## src/rtl/prio_arbiter_pkg.sv

```systemverilog
// Shared types and limits for the priority arbiter.
package prio_arbiter_pkg;

    typedef enum logic {
        IDLE  = 1'b0,
        GRANT = 1'b1
    } arb_state_t;

    localparam int N_MIN = 2;
    localparam int N_MAX = 64;

endpackage

```

## src/rtl/prio_scan.sv

```systemverilog
// Find-first-set searching downward from 'start', wrapping from bit 0 to bit N-1.
module prio_scan #(
    parameter int N = 8,
    parameter int W = $clog2(N)
) (
    input  logic [N-1:0] vec,
    input  logic [W-1:0] start,
    output logic         found,
    output logic [W-1:0] index
);

    logic         low_found;
    logic [W-1:0] low_index;

    // The highest set bit at or below start wins; otherwise the search wraps
    // and the highest set bit overall (necessarily above start) wins.
    always_comb begin
        found     = 1'b0;
        index     = '0;
        low_found = 1'b0;
        low_index = '0;
        for (int i = 0; i < N; i++) begin
            if (vec[i]) begin
                found = 1'b1;
                index = W'(i);
                if (i <= int'(start)) begin
                    low_found = 1'b1;
                    low_index = W'(i);
                end
            end
        end
        if (low_found) begin
            index = low_index;
        end
    end

endmodule

```

## src/rtl/prio_arbiter.sv

```systemverilog
// Fixed-priority arbiter with held grants; define PRIO_ARBITER_RR_EN for round-robin.
module prio_arbiter
    import prio_arbiter_pkg::*;
#(
    parameter  int N = 8,
    localparam int W = $clog2(N)
) (
    input  logic         clk,
    input  logic         rst,
    input  logic [N-1:0] req,
    input  logic         ack,
    output logic [W-1:0] idx,
    output logic [N-1:0] onehot,
    output logic         valid
);

    if (N < N_MIN || N > N_MAX) begin : g_bad_n
        $error("prio_arbiter: N out of range");
    end

    arb_state_t   state, state_n;
    logic [W-1:0] idx_n;
    logic [N-1:0] onehot_n;
    logic [W-1:0] start;
    logic         found;
    logic [W-1:0] scan_idx;

`ifdef PRIO_ARBITER_RR_EN
    logic [W-1:0] ptr, ptr_n, base;

    // On an accepting edge idx is about to become the pointer, so search from it directly.
    assign base  = (state == GRANT) ? idx : ptr;
    assign start = (base == '0) ? W'(N - 1) : base - W'(1);

    always_ff @(posedge clk) begin
        if (rst) begin
            ptr <= '0;
        end else begin
            ptr <= ptr_n;
        end
    end

    always_comb begin
        ptr_n = ptr;
        if (state == GRANT && ack) begin
            ptr_n = idx;
        end
    end
`else
    assign start = W'(N - 1);
`endif

    prio_scan #(.N(N), .W(W)) u_scan (
        .vec   (req),
        .start (start),
        .found (found),
        .index (scan_idx)
    );

    always_ff @(posedge clk) begin
        if (rst) begin
            state  <= IDLE;
            idx    <= '0;
            onehot <= '0;
        end else begin
            state  <= state_n;
            idx    <= idx_n;
            onehot <= onehot_n;
        end
    end

    always_comb begin
        state_n  = state;
        idx_n    = idx;
        onehot_n = onehot;
        case (state)
            IDLE: begin
                if (found) begin
                    state_n  = GRANT;
                    idx_n    = scan_idx;
                    onehot_n = N'(1) << scan_idx;
                end else begin
                    idx_n    = '0;
                    onehot_n = '0;
                end
            end
            GRANT: begin
                if (ack) begin
                    if (found) begin
                        idx_n    = scan_idx;
                        onehot_n = N'(1) << scan_idx;
                    end else begin
                        state_n  = IDLE;
                        idx_n    = '0;
                        onehot_n = '0;
                    end
                end
            end
            default: begin
                state_n  = IDLE;
                idx_n    = '0;
                onehot_n = '0;
            end
        endcase
    end

    assign valid = (state == GRANT);

endmodule

```

## config.mk

```make
export PLATFORM = sky130hd
export DESIGN_NAME = prio_arbiter
export DESIGN_NICKNAME = d
export VERILOG_FILES = /design/src/rtl/prio_arbiter_pkg.sv /design/src/rtl/prio_scan.sv /design/src/rtl/prio_arbiter.sv
export SDC_FILE = /design/constraint.sdc
export NUM_CORES = 1
export LEC_CHECK = 0
export BUFFER_PORTS_ARGS = -buffer_cell sky130_fd_sc_hd__buf_4
export CAP_MARGIN = 30
export CORE_AREA = 4 4 41 43
export DETAILED_ROUTE_END_ITERATION = 8
export DIE_AREA = 0 0 45 47
export PLACE_DENSITY = 0.67
export SYNTH_ARGS = -nofsm -noshare
export SYNTH_HDL_FRONTEND = slang
export SYNTH_SLANG_ARGS = --single-unit
```

## constraint.sdc

```tcl
create_clock -name clk -period 1.4 [get_ports clk]
set_input_delay 0.14 -clock clk [delete_from_list [all_inputs] [get_ports clk]]
set_output_delay 0.14 -clock clk [all_outputs]
set_load 0.05 [all_outputs]
```

==> metrics.md, run 1 <==
| Metric | Value |
|---|---|
| Status | `complete, no violations` |
| Pwr Density | `998.8 nW/um^2` |
| Share of cells above drive strength 1 | `33.72%` |
| Final hold vios | `0` |
| Core ar. | `1301 sq um` |
| Antenna Nets Post-Route | `0` |
| Clock transition at the registers of the reported paths | `0.07 ns` |
| Max-cap viol count | `0` |
| Top-area cell type share of the netlist area | `44.24%` |
| Critical-path top delay cell | `dfxtp_2` |
| Place WS | `0.1739 ns` |
| Register area share after synthesis | `44.24%` |
| Starting density of the core | `41.73%` |
| Crit path capture type | `flop` |
| Number of synthesized flops with an enable pin | `0` |
| Synth cell types | `23` |
| Worst path cell trace | `nor2b_1 > buf_4 > nor3_1 > a21oi_1 > nor2_1` |
| Post-CTS setup buffers | `0` |
| Kind of critical path | `reg2reg` |
| Critical path peak fanout | `6` |
| H-tree Lvls | `1` |
| Ys async rst share | `0%` |
| Clk_lat worst skew | `0.27 ns` |
| FF+latch count, synth | `12` |
| Nets | `99` |
| Register Area | `241.5 sq um` |
| Slew HR | `72.76%` |
| Ys flop type | `dfxtp_1` |
| Filler instances | `127` |
| Cells after Synth | `63` |
| Vias per cell | `5.347` |
| DIE WIDTH | `45 microns` |
| Worst setup margin | `0.2332 ns` |
| Area Overhead vs Synth | `35.71%` |
| Dominant cells by area after synthesis | `dfxtp_1, a21oi_1, nand2_1, nor2_1, nor4_4` |
| Hold buffers post-CTS | `0` |
| Clk sink count | `12` |
| CTS root buf | `clkbuf_4` |
| Crit-path max cell delay | `0.34 ns` |
| Largest net degree at the start of global routing | `14` |
| Final min period | `1.167 ns` |
| Final setup viols | `0` |
| Syn Nets | `74` |
| Clk buf depth | `2` |
| Worst Path Required | `1.57 ns` |
| Initial antenna violation count | `0` |
| Cell type with the highest aggregate area in the netlist | `dfxtp_1` |
| Synthesized area | `543.0 sq um` |
| Detail Placement HPWL | `1058 microns` |
| FMAX | `857.1 MHz` |
| Most common cell after layout, fill and taps aside | `buf_4` |
| Worst IR Drop VDD | `0.0006227 V` |
| LEAKAGE | `0.3160 nW` |
| Startpoint Class | `flop` |
| DR pass1 iterations | `4` |
| Tcrit/Tclk final | `83.34%` |
| DRC viols | `0` |
| Syn Area/Cell | `8.619 sq um` |
| Setup TNS | `0 ns` |
| PostCTS Resize Cnt | `0` |
| Yosys warns | `0` |
| Hold Crit Class | `in2reg` |
| Total Routing Usage GR | `14.91%` |
| Routed wire length | `1345 microns` |
| Worst slew pin tran | `0.4086 ns` |
| # IOs | `23` |
| Fin Clk Skew | `0.001883 ns` |
| Die Span Y | `47 microns` |
| Unrepaired setup endpoints after global routing | `false` |
| Critical Path AT | `1.33 ns` |
| DR iter-0 viols | `7` |
| Commonest cells after routing, fill and taps aside | `buf_4, dfxtp_1, nor2_1, a21oi_1, nand2_1` |
| Vias in the first global route | `507` |
| GRT Residual Overflow | `0` |
| Global-route wire length before repair | `2283 microns` |
| WL per Instance | `13.32 microns` |
| Slew Viols, Final | `0` |
| Placer Congestion | `0.7670` |
| Via count | `540` |
| CTS buffer count | `3` |
| Die ar. | `2115 sq um` |
| I/O Buffers | `22` |
| Site Rows | `13` |
| TritonCTS clock tree | `built` |
| ANT cells | `0` |
| Multi-input gate area | `270.3 sq um` |
| Hold_ws | `0.1352 ns` |
==> registers in the layout, indices dropped and copies added (netlist names) <==
name    flops
idx         3
valid       1
onehot      8
==> layout make-up <==
| type | count | share of cell area [%] |
|---|---|---|
| Inverter | 3 | 1.528 |
| Sequential cell | 12 | 32.77 |
| Multi-Input combinational cell | 45 | 36.67 |
| Timing Repair Buffer | 23 | 23.43 |
| Tap cell | 15 | 2.547 |
| Clock buffer | 3 | 3.056 |
==> kinds of logic after synthesis <==
group / count (synthesis) / share of synthesized area (%)
simple gates: 27 / 27.42
compound gates: 18 / 22.35
flops: 12 / 44.24
buf+inv: 6 / 5.991
==> where the power goes <==
group          total, mW  internal (mW)  switching, mW
Combinational      0.161         0.0579          0.104
Sequential         0.363          0.355        0.00760
Clock              0.212         0.0995          0.112
==> cells in the mapped netlist (2+ instances only) <==
library cell / n
nand2_1: 7
nor2b_1: 3
a32o_1: 2
a21oi_1: 7
inv_1: 3
clkbuf_1: 2
nor3_1: 2
dfxtp_1: 12
nand3_1: 3
nor2_1: 7
o21ai_0: 3
==> stage by stage <==
stage / std cells / area [sq um] / utilization (%) / power (mW)
6_report: 101 / 737.0 / 56.63 / 0.7361
5_1_grt: 101 / 737.0 / 56.63 / 0.7682
4_1_cts: 101 / 737.0 / 56.63 / 0.7381
3_5_place_dp: 98 / 714.4 / 54.90 / 0.5330
3_3_place_gp: 98 / 714.4 / 54.90 / 0.5311
2_1_floorplan: 63 / 544.3 / - / 0.4681
==> worst paths after layout <==
path / end / depth (start not counted) / slack (ns) / start
max: onehot[6] / 5 / 0.23 / valid
min: onehot[7] / 2 / 0.14 / rst
max reg2reg: onehot[6] / 5 / 0.23 / valid
min reg2reg: onehot[0] / 2 / 0.46 / onehot[0]
==> critical path: cells and delay by family, from the launching register on <==
family | cells | cell delay, ns
compound gates | 1 | 0.11
buf+inv | 1 | 0.21
flops | 1 | 0.34
simple gates | 3 | 0.41
==> metal layers <==
layer  vias up  global-route usage (%)  part of all wire (%)
met2        16                   23.45                    44
met3         2                   3.831                   5.4
li1        275                       -                     -
met4         0                   5.263                   1.5
met5         -                       0                     0
met1       247                   19.77                    49
No activity file was read; power rests on OpenSTA's default activity.
==> run 2, diff against run 1 <==
--- a/config.mk
+++ b/config.mk
@@ -5,12 +5,13 @@
 export SDC_FILE = /design/constraint.sdc
 export NUM_CORES = 1
 export LEC_CHECK = 0
+export ABC_AREA = 1
 export BUFFER_PORTS_ARGS = -buffer_cell sky130_fd_sc_hd__buf_4
 export CAP_MARGIN = 30
 export CORE_AREA = 4 4 41 43
 export DETAILED_ROUTE_END_ITERATION = 8
 export DIE_AREA = 0 0 45 47
-export PLACE_DENSITY = 0.67
+export PLACE_DENSITY = 0.68
 export SYNTH_ARGS = -nofsm -noshare
 export SYNTH_HDL_FRONTEND = slang
 export SYNTH_SLANG_ARGS = --single-unit
==> constraint.sdc (replaced) <==
create_clock -name clk -period 1.2 [get_ports clk]
set_input_delay 0.12 -clock clk [delete_from_list [all_inputs] [get_ports clk]]
set_output_delay 0.12 -clock clk [all_outputs]
set_load 0.05 [all_outputs]
==> run 2 against run 1 <==
  * Global-route usage shrank 2.2 points
  * Worst hold slack worse by 0.046 ns
  * First-iteration DRC count is 71% higher
  * Synthesized cell count increased by 22%
  * Clock skew increased by 0.0012 ns
  * Register-to-register slack got worse by 0.06 ns
  * Count of clock-buffer cells in the layout up 1
  * Combinational power grew 18%
  * Setup slack worse by 0.056 ns
  * Design area is 5.8% higher
  * Fmax rose by 14%
  * Critical path type unchanged
  * Critical endpoint is now onehot[2]
  * Largest cell class unchanged
==> metrics.md, run 2 <==
| Metric | Value |
|---|---|
| Tcrit/Tclk final | `85.26% (+1.9 points)` |
| Wl on met1 | `508 microns (-23%)` |
| Hold Crit Class | `in2reg` |
| CTS buffer count | `3 (unchanged)` |
| Most frequent cell after synthesis | `nand2_1` |
| Comb pwr share | `20.4% (-1.5 points)` |
| Vias in the first global route | `472 (-6.9%)` |
| Crit path capture type | `flop` |
| WL per Instance | `10.01 microns (-25%)` |
| Dominant cells by area after synthesis | `dfxtp_1, nand2_1, a21oi_1, inv_1, nor2_4` |
| Hold Path Depth | `2 (unchanged)` |
| Nets | `114 (+15%)` |
| FMAX | `977.4 MHz (+14%)` |
| Cell Area, Placed | `728.2 sq um (+1.9%)` |
| Cell type with the highest aggregate area in the netlist | `dfxtp_1` |
| Cells after Synth | `77 (+22%)` |
| Share of cells above drive strength 1 | `37.25% (+3.5 points)` |
| Site Rows | `13 (unchanged)` |
| Most common cell after layout, fill and taps aside | `buf_4` |
| Worst IR Drop VDD | `0.0005826 V (-6.4%)` |
| LEAKAGE | `0.3846 nW (+22%)` |
| Hold_ws | `0.08917 ns (-0.04599 ns)` |
| Synthesized area | `554.3 sq um (+2.1%)` |
| Clk_lat worst skew | `0.27 ns (about the same)` |
| Clk buf depth | `2 (unchanged)` |
| Status | `complete, no violations` |
| H-tree Lvls | `1 (unchanged)` |
| Fin Clk Skew | `0.003053 ns (+0.001171 ns)` |
| Syn Area/Cell | `7.198 sq um (-16%)` |
| Finished Cell Area | `779.5 sq um (+5.8%)` |
| Antenna Nets Post-Route | `0 (unchanged)` |
| Critical Path AT | `1.23 ns (-0.10 ns)` |
| Initial antenna violation count | `0 (unchanged)` |
| Switch share | `28.48% (-1.9 points)` |
| Clock transition at the registers of the reported paths | `0.07 ns (about the same)` |
| Total Routing Usage GR | `12.73% (-2.2 points)` |
| Worst R2R Path Depth | `5 (unchanged)` |
| Commonest cells after routing, fill and taps aside | `buf_4, nand2_1, inv_1, a21oi_1, dfxtp_1` |
| Detail Placement HPWL | `917 microns (-13%)` |
| Hold buffers post-CTS | `0 (unchanged)` |
| Global-route wire length before repair | `1897 microns (-17%)` |
| Met3 wire length | `56 microns (-22%)` |
| GRT Residual Overflow | `0 (unchanged)` |
| Ys flop type | `dfxtp_1` |
| Startpoint Class | `flop` |
| Slew Viols, Final | `0 (unchanged)` |
| Syn Nets | `88 (+19%)` |
| Placer Congestion | `0.7187 (-6.3%)` |
| HP Start | `rst` |
| R2R Setup Slk | `0.18 ns (-0.06 ns)` |
| Worst path cell trace | `nand2_2 > nand3_2 > nor2_4 > nand4_1 > a21oi_1` |
| DRC viols | `0 (unchanged)` |
| Crit-path max cell delay | `0.33 ns (about the same)` |
| Critical-path top delay cell | `dfxtp_2` |
| Kind of critical path | `reg2reg` |
| Register area share after synthesis | `43.34% (-0.90 points)` |
| P_int | `0.6659 mW (+30%)` |
| Switching power total | `0.2651 mW (+19%)` |
| Worst Hold Endpoint | `valid` |
| Routed wire length | `1171 microns (-13%)` |
| Clk pwr share | `34.2% (+5.4 points)` |
| Via count | `539 (-0.19%)` |
| Yosys warns | `0 (unchanged)` |
| Synth cell types | `15 (-35%)` |
| # IOs | `23 (unchanged)` |
| Final core occ | `59.90% (+3.3 points)` |
| Starting density of the core | `42.60% (+0.87 points)` |
| Largest reg by FF count | `onehot` |
| Pwr Density | `1194 nW/um^2 (+20%)` |
| Final hold vios | `0 (unchanged)` |
| Critical path peak fanout | `7 (+1)` |
| Final min period | `1.023 ns (-0.1437 ns)` |
| Number of synthesized flops with an enable pin | `0 (unchanged)` |
| FF+latch count, synth | `12 (unchanged)` |
| Unrepaired setup endpoints after global routing | `false` |
| Ys async rst share | `0% (unchanged)` |
| Largest net degree at the start of global routing | `13 (-1)` |
| Worst slew pin tran | `0.1736 ns (-0.2349 ns)` |
| DR pass1 iterations | `4 (unchanged)` |
| Top-area cell type share of the netlist area | `43.34% (-0.90 points)` |
| I/O Buffers | `22 (unchanged)` |
| Final setup viols | `0 (unchanged)` |
| DR iter-0 viols | `12 (+5)` |
| Core ar. | `1301 sq um (unchanged)` |
| TritonCTS clock tree | `built` |
| Wire length on met2 | `584 microns (-1.0%)` |
| Die Span Y | `47 microns (unchanged)` |
| Worst r2r src | `valid` |
| Reg-to-Reg End | `onehot[2]` |
| Max reg flops | `8 (unchanged)` |
| Die ar. | `2115 sq um (unchanged)` |
| Highest routed metal layer | `met4` |
| Worst Path Required | `1.40 ns (-0.17 ns)` |
| ANT cells | `0 (unchanged)` |
| CTS root buf | `clkbuf_4` |
| Area Overhead vs Synth | `40.63%` |
| DIE WIDTH | `45 microns (unchanged)` |
| Slew HR | `88.38% (+16 points)` |
| Max-cap viol count | `0 (unchanged)` |
| Finished Layout Cells | `117 (+16%)` |
| Most common library cells after synthesis | `nand2_1, a21oi_1, dfxtp_1, inv_1, nand3_1` |
| Reg power frac | `45.4% (-3.9 points)` |
| Placed insts | `112 (+14%)` |
| Clk sink count | `12 (unchanged)` |
| Setup TNS | `0 ns (unchanged)` |
| Vias per cell | `4.607 (-14%)` |
==> run 2: changes by cell type after synthesis, moves of 2 or more <==
cell,before,now
a21oi_1,7,12
a32o_1,2,0
inv_1,3,12
nand2_1,7,21
nand2_2,0,2
nand3_1,3,5
nor2_1,7,3
nor2_4,0,3
nor2b_1,3,0
o21ai_0,3,0
==> run 2: how the worst max path moves through the flow <==
stage               startpoint  slack [ns]  depth (start not counted)   endpoint
finish                   valid        0.18                          5  onehot[2]
global route             valid        0.03                          5  onehot[5]
CTS                      valid        0.04                          5  onehot[5]
detailed placement       valid        0.07                          5  onehot[5]
global placement         valid        0.12                          5  onehot[5]
floorplan                valid        0.11                          5     idx[0]
==> run 2: per-layer routing <==
layer,track usage (%),up-vias
met5,0,-
met4,8.772,0
met2,19.49,15
met1,15.49,233
met3,3.448,2
li1,-,289
==> run 2: through the flow <==
| stage | setup slack, ns | power, mW |
|---|---|---|
| floorplan | 0.1072 | 0.5501 |
| global placement | 0.1234 | 0.6164 |
| detailed placement | 0.07034 | 0.6173 |
| CTS | 0.04273 | 0.9346 |
| global route | 0.02965 | 0.9815 |
| finish | 0.1769 | 0.9311 |
==> run 2: area by class of cell <==
cell class | count | area (sq um)
inverter | 12 | 48.80
tap | 15 | 18.77
sequential | 12 | 241.5
fill | 128 | 521.8
multi-input combinational | 51 | 261.5
timing repair buffer | 23 | 172.7
clock buffer | 4 | 36.28
==> run 2: cell families after synthesis <==
kind of cell | count (synthesis) | share of synthesized area (%)
and+or+nand+nor | 39 | 35.67
buffers and inverters | 14 | 10.16
DFF | 12 | 43.34
AOI/OAI and AO/OA | 12 | 10.84
==> run 2: power groups by stage <==
stage,Combinational [mW],Sequential (mW),Clock (mW)
detailed placement,0.185,0.432,0
global route,0.206,0.425,0.350
global placement,0.184,0.432,0
finish,0.190,0.423,0.318
floorplan,0.0629,0.487,0
CTS,0.186,0.423,0.325
==> run 2: timing repair <==
item / in CTS / in global routing
resized for setup: 0 / 2
buffers inserted: 0 / 1
setup endpoints to repair: 0 / 2
==> run 2: critical path: cells and delay by family, from the launching register on <==
kind / cells / cell delay [ns]
AOI/OAI and AO/OA: 1 / 0.12
and+or+nand+nor: 4 / 0.51
DFF: 1 / 0.33
==> run 3, diff against run 2 <==
--- a/config.mk
+++ b/config.mk
@@ -8,9 +8,9 @@
 export ABC_AREA = 1
 export BUFFER_PORTS_ARGS = -buffer_cell sky130_fd_sc_hd__buf_4
 export CAP_MARGIN = 30
-export CORE_AREA = 4 4 41 43
+export CORE_MARGIN = 4
+export CORE_UTILIZATION = 40
 export DETAILED_ROUTE_END_ITERATION = 8
-export DIE_AREA = 0 0 45 47
 export PLACE_DENSITY = 0.68
 export SYNTH_ARGS = -nofsm -noshare
 export SYNTH_HDL_FRONTEND = slang
==> constraint.sdc (replaced) <==
create_clock -name clk -period 0.8 [get_ports clk]
set_input_delay 0.08 -clock clk [delete_from_list [all_inputs] [get_ports clk]]
set_output_delay 0.08 -clock clk [all_outputs]
set_load 0.05 [all_outputs]
==> run 3 against run 2 <==
  * The run now ends with negative setup slack left
  * Register-to-register slack worse by 0.34 ns
  * First-iteration DRC count up 33%
  * Clock power up 54%
  * Design area up 26%
  * Sequential cell count unchanged
  * Combinational power up 93%
  * Core utilization up 15 points
  * Critical path depth unchanged
  * Global-route usage up 3.4 points
==> metrics.md, run 3 (same netlist as run 2, synthesis figures left out) <==
| Metric | Value |
|---|---|
| Hold Crit Class | `in2reg` |
| Unrepaired setup endpoints after global routing | `true` |
| Clk buf depth | `2 (unchanged)` |
| DR pass1 iterations | `4 (unchanged)` |
| Slew HR | `89.42% (+1.0 points)` |
| Clk sink count | `12 (unchanged)` |
| TritonCTS clock tree | `built` |
| Critical-path top delay cell | `dfxtp_4` |
| Worst IR Drop VDD | `0.0009529 V (+64%)` |
| DR iter-0 viols | `16 (+4)` |
| ANT cells | `0 (unchanged)` |
| Commonest cells after routing, fill and taps aside | `nand2_1, buf_4, dfxtp_2, buf_8, inv_1` |
| Tcrit/Tclk final | `120.0% (+35 points)` |
| CTS root buf | `clkbuf_4` |
| Initial antenna violation count | `0 (unchanged)` |
| Max-cap viol count | `0 (unchanged)` |
| Final Power | `1.502 mW (+61%)` |
| Worst path cell trace | `nand2_4 > nand3_4 > nor2_4 > nand3_1 > a21oi_2` |
| FMAX | `1042 MHz (+6.6%)` |
| Largest net degree at the start of global routing | `13 (unchanged)` |
| Status | `complete, but fails checks` |
| Placer Congestion | `0.7957 (+11%)` |
| Crit-path leading delay family | `simple AND/OR/NAND/NOR gates` |
| Starting density of the core | `42.60% (unchanged)` |
| Worst slew pin tran | `0.1584 ns (-0.01528 ns)` |
| Crit path capture type | `flop` |
| Finished Cell Area | `980.9 sq um (+26%)` |
| Hold_ws | `0.04742 ns (-0.04175 ns)` |
| Failing checks | `negative setup slack` |
| Critical Path AT | `1.17 ns (-0.06 ns)` |
| Site Rows | `13 (unchanged)` |
| Fin Clk Skew | `0.002729 ns (-0.0003247 ns)` |
| Startpoint Class | `flop` |
| # IOs | `23 (unchanged)` |
| Detail Placement HPWL | `1014 microns (+11%)` |
| DRC viols | `0 (unchanged)` |
| Total Routing Usage GR | `16.09% (+3.4 points)` |
| DIE WIDTH | `45.23 microns (+0.50%)` |
| Clk_lat worst skew | `0.27 ns (about the same)` |
| Filler instances | `94 (-27%)` |
| Final setup viols | `24 (+24)` |
| Crit-path max cell delay | `0.35 ns (+0.02 ns)` |
| Share of cells above drive strength 1 | `57.66% (+20 points)` |
| Vias in the first global route | `596 (+26%)` |
| Max reg flops | `8 (unchanged)` |
| Core ar. | `1301 sq um (unchanged)` |
| Nets | `123 (+7.9%)` |
| Global-route wire length before repair | `2359 microns (+24%)` |
| Critical path peak fanout | `4 (-3)` |
| Final min period | `0.9597 ns (-0.06337 ns)` |
| Via count | `632 (+17%)` |
| Antenna Nets Post-Route | `0 (unchanged)` |
| Pwr Density | `1531 nW/um^2 (+28%)` |
| Final hold vios | `0 (unchanged)` |
| Setup TNS | `-2.040 ns (-2.040 ns)` |
| Largest reg by FF count | `onehot` |
| Worst Path Required | `1.01 ns (-0.39 ns)` |
| Clock transition at the registers of the reported paths | `0.08 ns (about the same)` |
| H-tree Lvls | `1 (unchanged)` |
| WL per Instance | `12.02 microns (+20%)` |
| WP buf/inv | `0 (unchanged)` |
| Final core occ | `75.38% (+15 points)` |
| GRT Residual Overflow | `0 (unchanged)` |
| Worst setup margin | `-0.1597 ns (-0.3366 ns)` |
| I/O Buffers | `22 (unchanged)` |
| LEAKAGE | `0.4637 nW (+21%)` |
| Die Span Y | `45.23 microns (-3.8%)` |
| Cell Area, Placed | `782.0 sq um (+7.4%)` |
| CTS buffer count | `3 (unchanged)` |
| Routed wire length | `1514 microns (+29%)` |
| Die ar. | `2045 sq um (-3.3%)` |
| Vias per cell | `5.016 (+8.9%)` |
| Kind of critical path | `reg2reg` |
| Area Overhead vs Synth | `76.98%` |
| Slew Viols, Final | `0 (unchanged)` |
## run 3: worst reg2reg max path, cell delays in order (launching register included)
cell and delay [ns]:
dfxtp_4 0.35, nand2_4 0.09, nand3_4 0.08, nor2_4 0.12, nand3_1 0.11, a21oi_2 0.15
## run 3: area by class of cell
| cell class | count | area [sq um] | area share [%] |
|---|---|---|---|
| Tap cell | 15 | 18.77 | 1.913 |
| Clock buffer | 4 | 36.28 | 3.699 |
| Timing Repair Buffer | 32 | 326.6 | 33.29 |
| Inverter | 12 | 45.04 | 4.592 |
| Sequential cell | 12 | 257.7 | 26.28 |
| Multi-Input combinational cell | 51 | 296.5 | 30.23 |
## run 3: power breakdown
| part | switching, mW | internal (mW) | leakage, nW |
|---|---|---|---|
| clock | 0.212 | 0.277 | 0.0210 |
| sequential | 0.0226 | 0.624 | 0.103 |
| combinational | 0.204 | 0.162 | 0.340 |
## run 3: worst paths after layout
kind         startpoint   endpoint  slack [ns]  depth (start not counted)
max               valid  onehot[1]       -0.16                          5
max reg2reg       valid  onehot[1]       -0.16                          5
min reg2reg   onehot[6]  onehot[6]        0.49                          2
min                 rst  onehot[2]        0.05                          2
## run 3: stage by stage
step / cells / setup slack (ns)
floorplan: 77 / -0.1557
global placement: 117 / -0.1243
detailed placement: 117 / -0.1534
CTS: 124 / -0.1481
global route: 126 / -0.2410
finish: 126 / -0.1597
## run 3: timing repair
action / CTS / global route
gates cloned: 1 / 0
hold buffers: 0 / 0
gates resized for setup: 27 / 14
pin swaps: 0 / 2
buffers inserted: 2 / 3
setup endpoints to repair: 23 / 24
## run 3: metal layers
layer | vias up | routed length [microns] | global-route usage (%)
li1 | 312 | - | -
met1 | 291 | 577 | 17.68
met2 | 25 | 834 | 27.97
met3 | 4 | 81 | 3.984
met4 | 0 | 21 | 8.772
met5 | - | 0 | 0
